File: config.mk
export PLATFORM = sky130hd
export DESIGN_NAME = ram_access_unit
export DESIGN_NICKNAME = d
export VERILOG_FILES = /design/src/rtl/ram_access_pkg.sv /design/src/rtl/load_extend.sv /design/src/rtl/ram_access_unit.sv
export SDC_FILE = /design/constraint.sdc
export NUM_CORES = 1
export LEC_CHECK = 0
export ABC_AREA = 1
export CAP_MARGIN = 0
export CORE_AREA = 2 2 85 87
export DETAILED_ROUTE_END_ITERATION = 8
export DIE_AREA = 0 0 87 89
export DONT_BUFFER_PORTS = 1
export GPL_TIMING_DRIVEN = 1
export PLACE_DENSITY = 0.83
export SYNTH_ARGS = -nofsm -noshare
export SYNTH_HDL_FRONTEND = slang
export SYNTH_SLANG_ARGS = --single-unit
File: constraint.sdc
create_clock -name clk -period 2.4 [get_ports clk]
set_clock_uncertainty 0.15 [all_clocks]
set_input_delay 0.24 -clock clk [delete_from_list [all_inputs] [get_ports clk]]
set_output_delay 0.24 -clock clk [all_outputs]
set_load 0.02 [all_outputs]
File: src/rtl/ram_access_pkg.sv
// Shared types and helpers for the RAM access unit: size encoding, FSM states,
// and the byte-lane mask used for both loads and stores.
package ram_access_pkg;

  typedef enum logic [1:0] {
    SZ_BYTE = 2'b00,
    SZ_HALF = 2'b01,
    SZ_WORD = 2'b10,
    SZ_ILL  = 2'b11
  } size_e;

  typedef enum logic [1:0] {
    ST_IDLE   = 2'b00,
    ST_ACCESS = 2'b01,
    ST_RESP   = 2'b10
  } state_e;

  // Byte lanes touched by an access of the given size at the given lane offset.
  function automatic logic [3:0] lane_mask(input size_e size, input logic [1:0] lane);
    logic [3:0] m;
    m = 4'b0000;
    case (size)
      SZ_BYTE: m = 4'b0001 << lane;
      SZ_HALF: m = 4'b0011 << lane;
      SZ_WORD: m = 4'b1111;
      default: m = 4'b0000;
    endcase
    return m;
  endfunction

endpackage

File: src/rtl/load_extend.sv
// Load data alignment: moves the addressed lane down to bit 0, then truncates
// to the access size and sign- or zero-extends to 32 bits.
module load_extend
  import ram_access_pkg::*;
(
  input  logic [31:0] data_i,
  input  logic [1:0]  offset_i,
  input  size_e       size_i,
  input  logic        unsigned_i,
  output logic [31:0] result_o
);

  logic [31:0] shifted;

  // Right-align the addressed lane and extend per size/signedness.
  always_comb begin
    shifted  = data_i >> {offset_i, 3'b000};
    result_o = shifted;
    case (size_i)
      SZ_BYTE: result_o = unsigned_i ? {24'b0, shifted[7:0]}
                                     : {{24{shifted[7]}}, shifted[7:0]};
      SZ_HALF: result_o = unsigned_i ? {16'b0, shifted[15:0]}
                                     : {{16{shifted[15]}}, shifted[15:0]};
      default: result_o = shifted;
    endcase
  end

endmodule

File: src/rtl/ram_access_unit.sv
// CPU load/store front end for a word-organised RAM with byte-lane enables.
// Legal accesses take IDLE -> ACCESS -> RESP; faulting requests skip ACCESS
// so the RAM is never touched by them.
//
//   state  | meaning
//   IDLE   | ready for a request; fields latched on acceptance
//   ACCESS | address/mask/write presented to RAM for one cycle
//   RESP   | one-cycle completion pulse with load data or error
module ram_access_unit
  import ram_access_pkg::*;
#(
  parameter logic [31:0] BASE_ADDR = 32'h0000_0000,
  parameter int unsigned RAM_BYTES = 65536
) (
  input  logic        clk,
  input  logic        reset,
  input  logic        req_valid,
  output logic        req_ready,
  input  logic        req_write,
  input  logic [1:0]  req_size,
  input  logic        req_unsigned,
  input  logic [31:0] req_addr,
  input  logic [31:0] req_wdata,
  output logic        rsp_valid,
  output logic        rsp_err,
  output logic [31:0] rsp_rdata,
  output logic [31:0] memAddress,
  output logic [31:0] memWriteData,
  output logic        memWrite,
  output logic [3:0]  byteMask,
  input  logic [31:0] memReadData
);

  state_e      state_q;
  logic [29:0] off_hi_q;
  logic [1:0]  addr_lo_q;
  size_e       size_q;
  logic        write_q;
  logic        unsigned_q;
  logic [31:0] wdata_q;
  logic        err_q;

  logic [31:0] off_d;
  logic        err_d;
  logic [31:0] wmask;
  logic [31:0] load_data;

  // Decode window offset and fault conditions of the incoming request.
  always_comb begin
    off_d = req_addr - BASE_ADDR;
    err_d = 1'b0;
    if (off_d >= RAM_BYTES) err_d = 1'b1;
    case (size_e'(req_size))
      SZ_HALF: if (req_addr[0]) err_d = 1'b1;
      SZ_WORD: if (req_addr[1:0] != 2'b00) err_d = 1'b1;
      SZ_ILL:  err_d = 1'b1;
      default: ;
    endcase
  end

  // Sequencer: latches the request on acceptance and walks the access phases.
  always_ff @(posedge clk) begin
    if (reset) begin
      state_q    <= ST_IDLE;
      off_hi_q   <= '0;
      addr_lo_q  <= '0;
      size_q     <= SZ_BYTE;
      write_q    <= 1'b0;
      unsigned_q <= 1'b0;
      wdata_q    <= '0;
      err_q      <= 1'b0;
    end else begin
      case (state_q)
        ST_IDLE: begin
          if (req_valid) begin
            off_hi_q   <= off_d[31:2];
            addr_lo_q  <= req_addr[1:0];
            size_q     <= size_e'(req_size);
            write_q    <= req_write;
            unsigned_q <= req_unsigned;
            wdata_q    <= req_wdata;
            err_q      <= err_d;
            state_q    <= err_d ? ST_RESP : ST_ACCESS;
          end
        end
        ST_ACCESS: state_q <= ST_RESP;
        ST_RESP:   state_q <= ST_IDLE;
        default:   state_q <= ST_IDLE;
      endcase
    end
  end

  // Size mask keeps unused store lanes at zero after positioning.
  always_comb begin
    case (size_q)
      SZ_BYTE: wmask = 32'h0000_00FF;
      SZ_HALF: wmask = 32'h0000_FFFF;
      default: wmask = 32'hFFFF_FFFF;
    endcase
  end

  load_extend u_load_extend (
    .data_i     (memReadData),
    .offset_i   (addr_lo_q),
    .size_i     (size_q),
    .unsigned_i (unsigned_q),
    .result_o   (load_data)
  );

  // Output decode from the registered state and latched request. The write
  // enable is also gated by reset so a store overlapping reset never commits.
  always_comb begin
    req_ready    = (state_q == ST_IDLE);
    rsp_valid    = (state_q == ST_RESP);
    rsp_err      = (state_q == ST_RESP) && err_q;
    rsp_rdata    = ((state_q == ST_RESP) && !err_q && !write_q) ? load_data : 32'h0;
    memAddress   = {2'b00, off_hi_q};
    memWriteData = (wdata_q & wmask) << {addr_lo_q, 3'b000};
    memWrite     = (state_q == ST_ACCESS) && write_q && !reset;
    byteMask     = (state_q == ST_ACCESS) ? lane_mask(size_q, addr_lo_q) : 4'b0000;
  end

endmodule

==> impl_metrics.json, run 1 <==
{
  "synth_top_area_share_pct": 35.5,
  "max-slew-margin-rel_pct": 57.2,
  "antenna_found_initial": 0,
  "clock.fmax_ghz": 0.431,
  "grt_max_degree": 72,
  "core_mm2": 0.00672,
  "ys_seq_elements": 71,
  "min_path_cells": 3,
  "ys_seq_area_share_pct": 35.5,
  "die_height_um": 89,
  "grt_pass1_vias": 4524,
  "grt_setup_unrepaired": "true",
  "rr_worst_depth": 8,
  "overflow": 0,
  "synth.distinct_cells": 31,
  "synthTopCellsByArea": "dfxtp_1 (35%), nand2_1 (18%), a21oi_1 (11%)",
  "tightest_slew_ns": 0.641,
  "slew_violations": 0,
  "syn_area_per_cell_um2": 6.55,
  "setup-violations-final": 0,
  "clock_tree.root_cell": "clkbuf_8",
  "utilization_pct": 80.1,
  "period_share_pct": 96.7,
  "hold_path.class": "input port to flop",
  "gp_routability_congestion": 0.967,
  "cap_viol_max_count": 0,
  "drt-initial-drc-count": 376,
  "synth_edf_count": 0,
  "status": "complete, no violations",
  "ys_async_sr_fraction_pct": 0,
  "placement.io_buffers": 0,
  "p_per_area_mw_per_mm2": 640,
  "drive_gt1_share_pct": 16.8,
  "dieArea_mm2": 0.00774,
  "track_usage_pct": 34.5,
  "syn_area_mm2": 0.00401,
  "timing.hold.ws_ns": 0.0410,
  "crit_arrival_ns": 1.93,
  "drc_errors": 0,
  "power_leakage_nw": 2.38,
  "nNetsFinal": 822,
  "final_common_cell": "nand2_1",
  "routed_wl_um": 14200,
  "cts_tree": "done",
  "min_period_ns": 2.32,
  "place_hpwl_um": 9140,
  "path_class": "flop to primary output",
  "clk_path_buf_depth": 2,
  "synthFlopType": "dfxtp_1",
  "cp-start-kind": "flop",
  "mostFrequentLayoutCells": "nand2_1 (188), a21oi_1 (92), dfxtp_1 (69), dlygate4sd3_1 (69), nor2_1 (65)",
  "grt_first_pass_wirelength_um": 21200,
  "final_hold_viol_count": 0,
  "rows": 30,
  "clock_sinks": 71,
  "p_total_w": 0.00344,
  "syn_inst": 612,
  "required_ns": 2.01,
  "slowest_stage": "dfxtp_1",
  "firstDrtPassIters": 6,
  "ioPinCount": 207,
  "start_util_pct": 59.6,
  "slowest_delay_ns": 0.39,
  "worst_setup_path_end_kind": "primary output",
  "vias": 4792,
  "area_growth_pct": 34.3,
  "routedWlPerCell_um": 17.7,
  "routed_via_density": 5.98,
  "htree_levels": 3,
  "cp_cell_sequence": "nand2_1, inv_2, nand3_2, inv_4, o221ai_1, nor2_1",
  "irDropWorstVdd_mv": 0.639,
  "die_width_um": 87,
  "ant_nets": 0,
  "insertion_delay_ns": 0.33,
  "cp_max_fo": 10,
  "numCtsBuffers": 9,
  "yosysWarnings": 0,
  "clkSlewWorstSetupHoldPaths_ns": 0.08,
  "yosysTopAreaCell": "dfxtp_1"
}
==> report_power, final <==
group,total (W),internal (W),switching (W)
clock,0.00107,0.000587,0.000478
sequential,0.00138,0.00127,0.000115
combinational,0.000998,0.000372,0.000626
==> synthesized netlist by cell type (all sizes together), types with 8 or more instances <==
library cell and instances:
inv 39, nor2 83, dfxtp 71, nand2 193, o22ai 16, buf 26
o21ai 24, clkbuf 18, a211oi 13, a21oi 92, o211ai 8
==> sequential cells by signal (all words and copies together) (netlist names) <==
register    count
off_hi_q       30
addr_lo_q       2
err_q           1
state_q         2
wdata_q        32
write_q         1
size_q          2
unsigned_q      1
==> kinds of logic after synthesis <==
logic type	Yosys count	share of synthesized area, %
AOI/OAI and AO/OA	162	22.9
adders and majority gates	3	0.937
buffers and inverters	84	9.46
DFF	71	35.5
muxes	7	1.75
other	1	0.0936
and+or+nand+nor	284	29.4
==> worst paths after layout <==
kind / from / endpoint / slack (ns)
max: state_q[1] / rsp_rdata[3] / 0.08
max reg2reg: state_q[1] / off_hi_q[4] / 0.18
min reg2reg: wdata_q[28] / wdata_q[28] / 0.32
min: req_valid / off_hi_q[21] / 0.04
==> per-stage QoR <==
stage	instances	setup WS (ns)	TNS, ns	cell area [um2]
2_1_floorplan	613	0.664	0	4010
3_3_place_gp	713	0.382	0	4380
3_5_place_dp	713	0.279	0	4380
4_1_cts	799	0.0241	0	5320
5_1_grt	801	-0.00490	-0.0158	5380
6_report	802	0.0789	0	5380
==> routing by layer <==
| metal | part of all wire, % | GRT usage [%] |
|---|---|---|
| met2 | 49 | 59.1 |
| met4 | 3.5 | 14.8 |
| met3 | 11 | 9.05 |
| met1 | 37 | 41.0 |
| met5 | 0 | 0 |
==> worst max-delay path, delay by kind of cell, from the launching register on <==
family,cells,cell delay (ns)
DFF,1,0.39
AOI/OAI and AO/OA,1,0.16
and+or+nand+nor,3,0.69
buffers and inverters,2,0.35
==> final cells by class <==
class,count,area (um2)
Clock inverter,7,95.1
Fill cell,450,1340
Inverter,40,158
Sequential cell,71,1430
Antenna cell,1,2.50
Clock buffer,9,124
Multi-Input combinational cell,458,2250
Timing Repair Buffer,136,1230
Tap cell,80,100
==> repair_timing <==
item,CTS,global route
endpoints found under the hold margin,71,0
gates cloned,0,0
hold buffers,70,0
gates resized for setup,2,15
pin swaps,0,2
buffers inserted,0,2
setup endpoints to repair,14,25
No activity file was read; power rests on OpenSTA's default activity.
==> inputs of run 2 (changes only) <==
- CORE_AREA: 2 2 85 87 -> 2 2 93 95
- DIE_AREA: 0 0 87 89 -> 0 0 95 97
- PLACE_DENSITY: 0.83 -> 0.72
- RECOVER_POWER: not set -> 100
==> run 2 against run 1 <==
Via count shrank 3.0%. Largest power group unchanged. Final cell count grew 3.1%. Sequential power is essentially flat. Combinational power shrank 3.3%. Maximum frequency grew 0.17%. Sequential share of layout area grew 0.48 points. Flip-flop and latch count is the same. Hold slack gained 0.055 ns. Die area grew 19%.
==> impl_metrics.json, run 2 (synthesis results as in run 1) <==
{
  "status": "complete, no violations",
  "top_register": "wdata_q",
  "drc_errors": 0,
  "top_regs": "wdata_q (32), off_hi_q (30)",
  "tightest_slew_ns": 1.06,
  "routedWlPerCell_um": 17.0,
  "crit_arrival_ns": 1.93,
  "period_share_pct": 96.5,
  "regArea_mm2": 0.00143,
  "insertion_delay_ns": 0.35,
  "clock_tree.root_cell": "clkbuf_8",
  "clkSlewWorstSetupHoldPaths_ns": 0.08,
  "clock_sinks": 71,
  "vias": 4647,
  "overflow": 0,
  "routed_wl_um": 14100,
  "final_common_cell": "nand2_1",
  "firstDrtPassIters": 5,
  "cts_tree": "done",
  "largest_reg_flops": 32,
  "max-slew-margin-rel_pct": 29.0,
  "numCtsBuffers": 9,
  "grt_first_pass_wirelength_um": 21600,
  "track_usage_pct": 29.8,
  "area_growth_pct": 32.0,
  "gp_routability_congestion": 0.921,
  "clk_path_buf_depth": 2,
  "required_ns": 2.01,
  "slew_violations": 0,
  "cap_viol_max_count": 0,
  "rows": 33,
  "min_period_ns": 2.32,
  "grt_max_degree": 72,
  "tns_ns": 0,
  "dieArea_mm2": 0.00922,
  "drive_gt1_share_pct": 15.9,
  "p_total_w": 0.00342,
  "routed_via_density": 5.62,
  "core_mm2": 0.00813,
  "cp-start-kind": "flop",
  "drt-initial-drc-count": 304,
  "clock.fmax_ghz": 0.432,
  "fillers": 706,
  "grt_pass1_vias": 4528,
  "antenna_found_initial": 0,
  "insertedDiodeCount": 0,
  "die_height_um": 97,
  "grt_setup_unrepaired": "false",
  "power_leakage_nw": 2.31,
  "irDropWorstVdd_mv": 0.400,
  "final_hold_viol_count": 0,
  "setup-violations-final": 0,
  "worst_setup_path_end_kind": "primary output",
  "cp_max_fo": 18,
  "multiInputGateArea_mm2": 0.00222,
  "mostFrequentLayoutCells": "nand2_1 (189), a21oi_1 (92), dfxtp_1 (69), dlygate4sd3_1 (69), nor2_1 (63)",
  "path_class": "flop to primary output",
  "ioPinCount": 207,
  "place_hpwl_um": 9650,
  "start_util_pct": 49.3,
  "htree_levels": 3,
  "p_per_area_mw_per_mm2": 646,
  "die_width_um": 95,
  "ant_nets": 0,
  "nNetsFinal": 823,
  "hold_path.class": "input port to flop",
  "placement.io_buffers": 0
}
run 2: cell types whose count changed in the layout (fill, tap and decap cells not counted), moves of 3 or more:
cell      before  now
nor2_2        12   17
buf_4         64   25
nor2_4         6    3
clkbuf_1       0    9
clkbuf_2       0   31
run 2: power breakdown:
group	total, W	switching (W)	internal, W
Clock	0.00107	0.000480	0.000593
Combinational	0.000965	0.000619	0.000346
Sequential	0.00138	0.000112	0.00127
Total	0.00342	0.00121	0.00220
run 2: worst paths after layout:
| check | from | end | slack, ns | cells past startpoint |
|---|---|---|---|---|
| worst max-delay path | size_q[1] | byteMask[2] | 0.08 | 4 |
| worst min-delay path | reset | state_q[0] | 0.1 | 2 |
| worst max register to register | state_q[1] | err_q | 0.20 | 8 |
| worst min register to register | wdata_q[15] | wdata_q[15] | 0.32 | 2 |
run 2: per-layer routing:
layer | GRT usage (%) | vias to the layer above | share of wire (%)
li1 | - | 2215 | -
met1 | 32.9 | 2113 | 37
met2 | 52.5 | 278 | 50
met3 | 7.09 | 41 | 9.8
met4 | 14.3 | 0 | 3.1
met5 | 0 | - | 0
run 2: worst max-delay path: stages, from the launching register on:
cell      delay, ns
dfxtp_4        0.43
clkinv_2       0.28
o21ai_0        0.55
a31oi_1        0.12
clkbuf_2       0.19
run 2: repair_timing:
item                                   in CTS  in global routing
hold buffers                               70                  0
endpoints found under the hold margin      71                  0
resized for setup                           6                 13
pin swaps                                   0                  1
setup endpoints to repair                  49                 30
buffers inserted                            3                  1
run 2: area by class of cell:
cell class | instances | share of cell area (%)
clock buffer | 10 | 2.41
tap | 105 | 2.48
inverter | 40 | 2.98
sequential | 71 | 27.0
timing repair buffer | 137 | 21.4
clock inverter | 6 | 1.75
multi-input combinational | 458 | 42.0
run 2: through the flow:
stage          worst slack (ns)  cell area, um2  utilization (%)  hold slack (ns)  std cells
2_1_floorplan             0.664            4010                -            0.234        613
3_3_place_gp              0.285            4390             54.0            0.164        737
3_5_place_dp              0.256            4390             54.0            0.165        737
4_1_cts                  0.0375            5370             66.0           0.0915        826
5_1_grt                 0.00384            5290             65.0            0.115        827
6_report                 0.0829            5290             65.0           0.0958        827
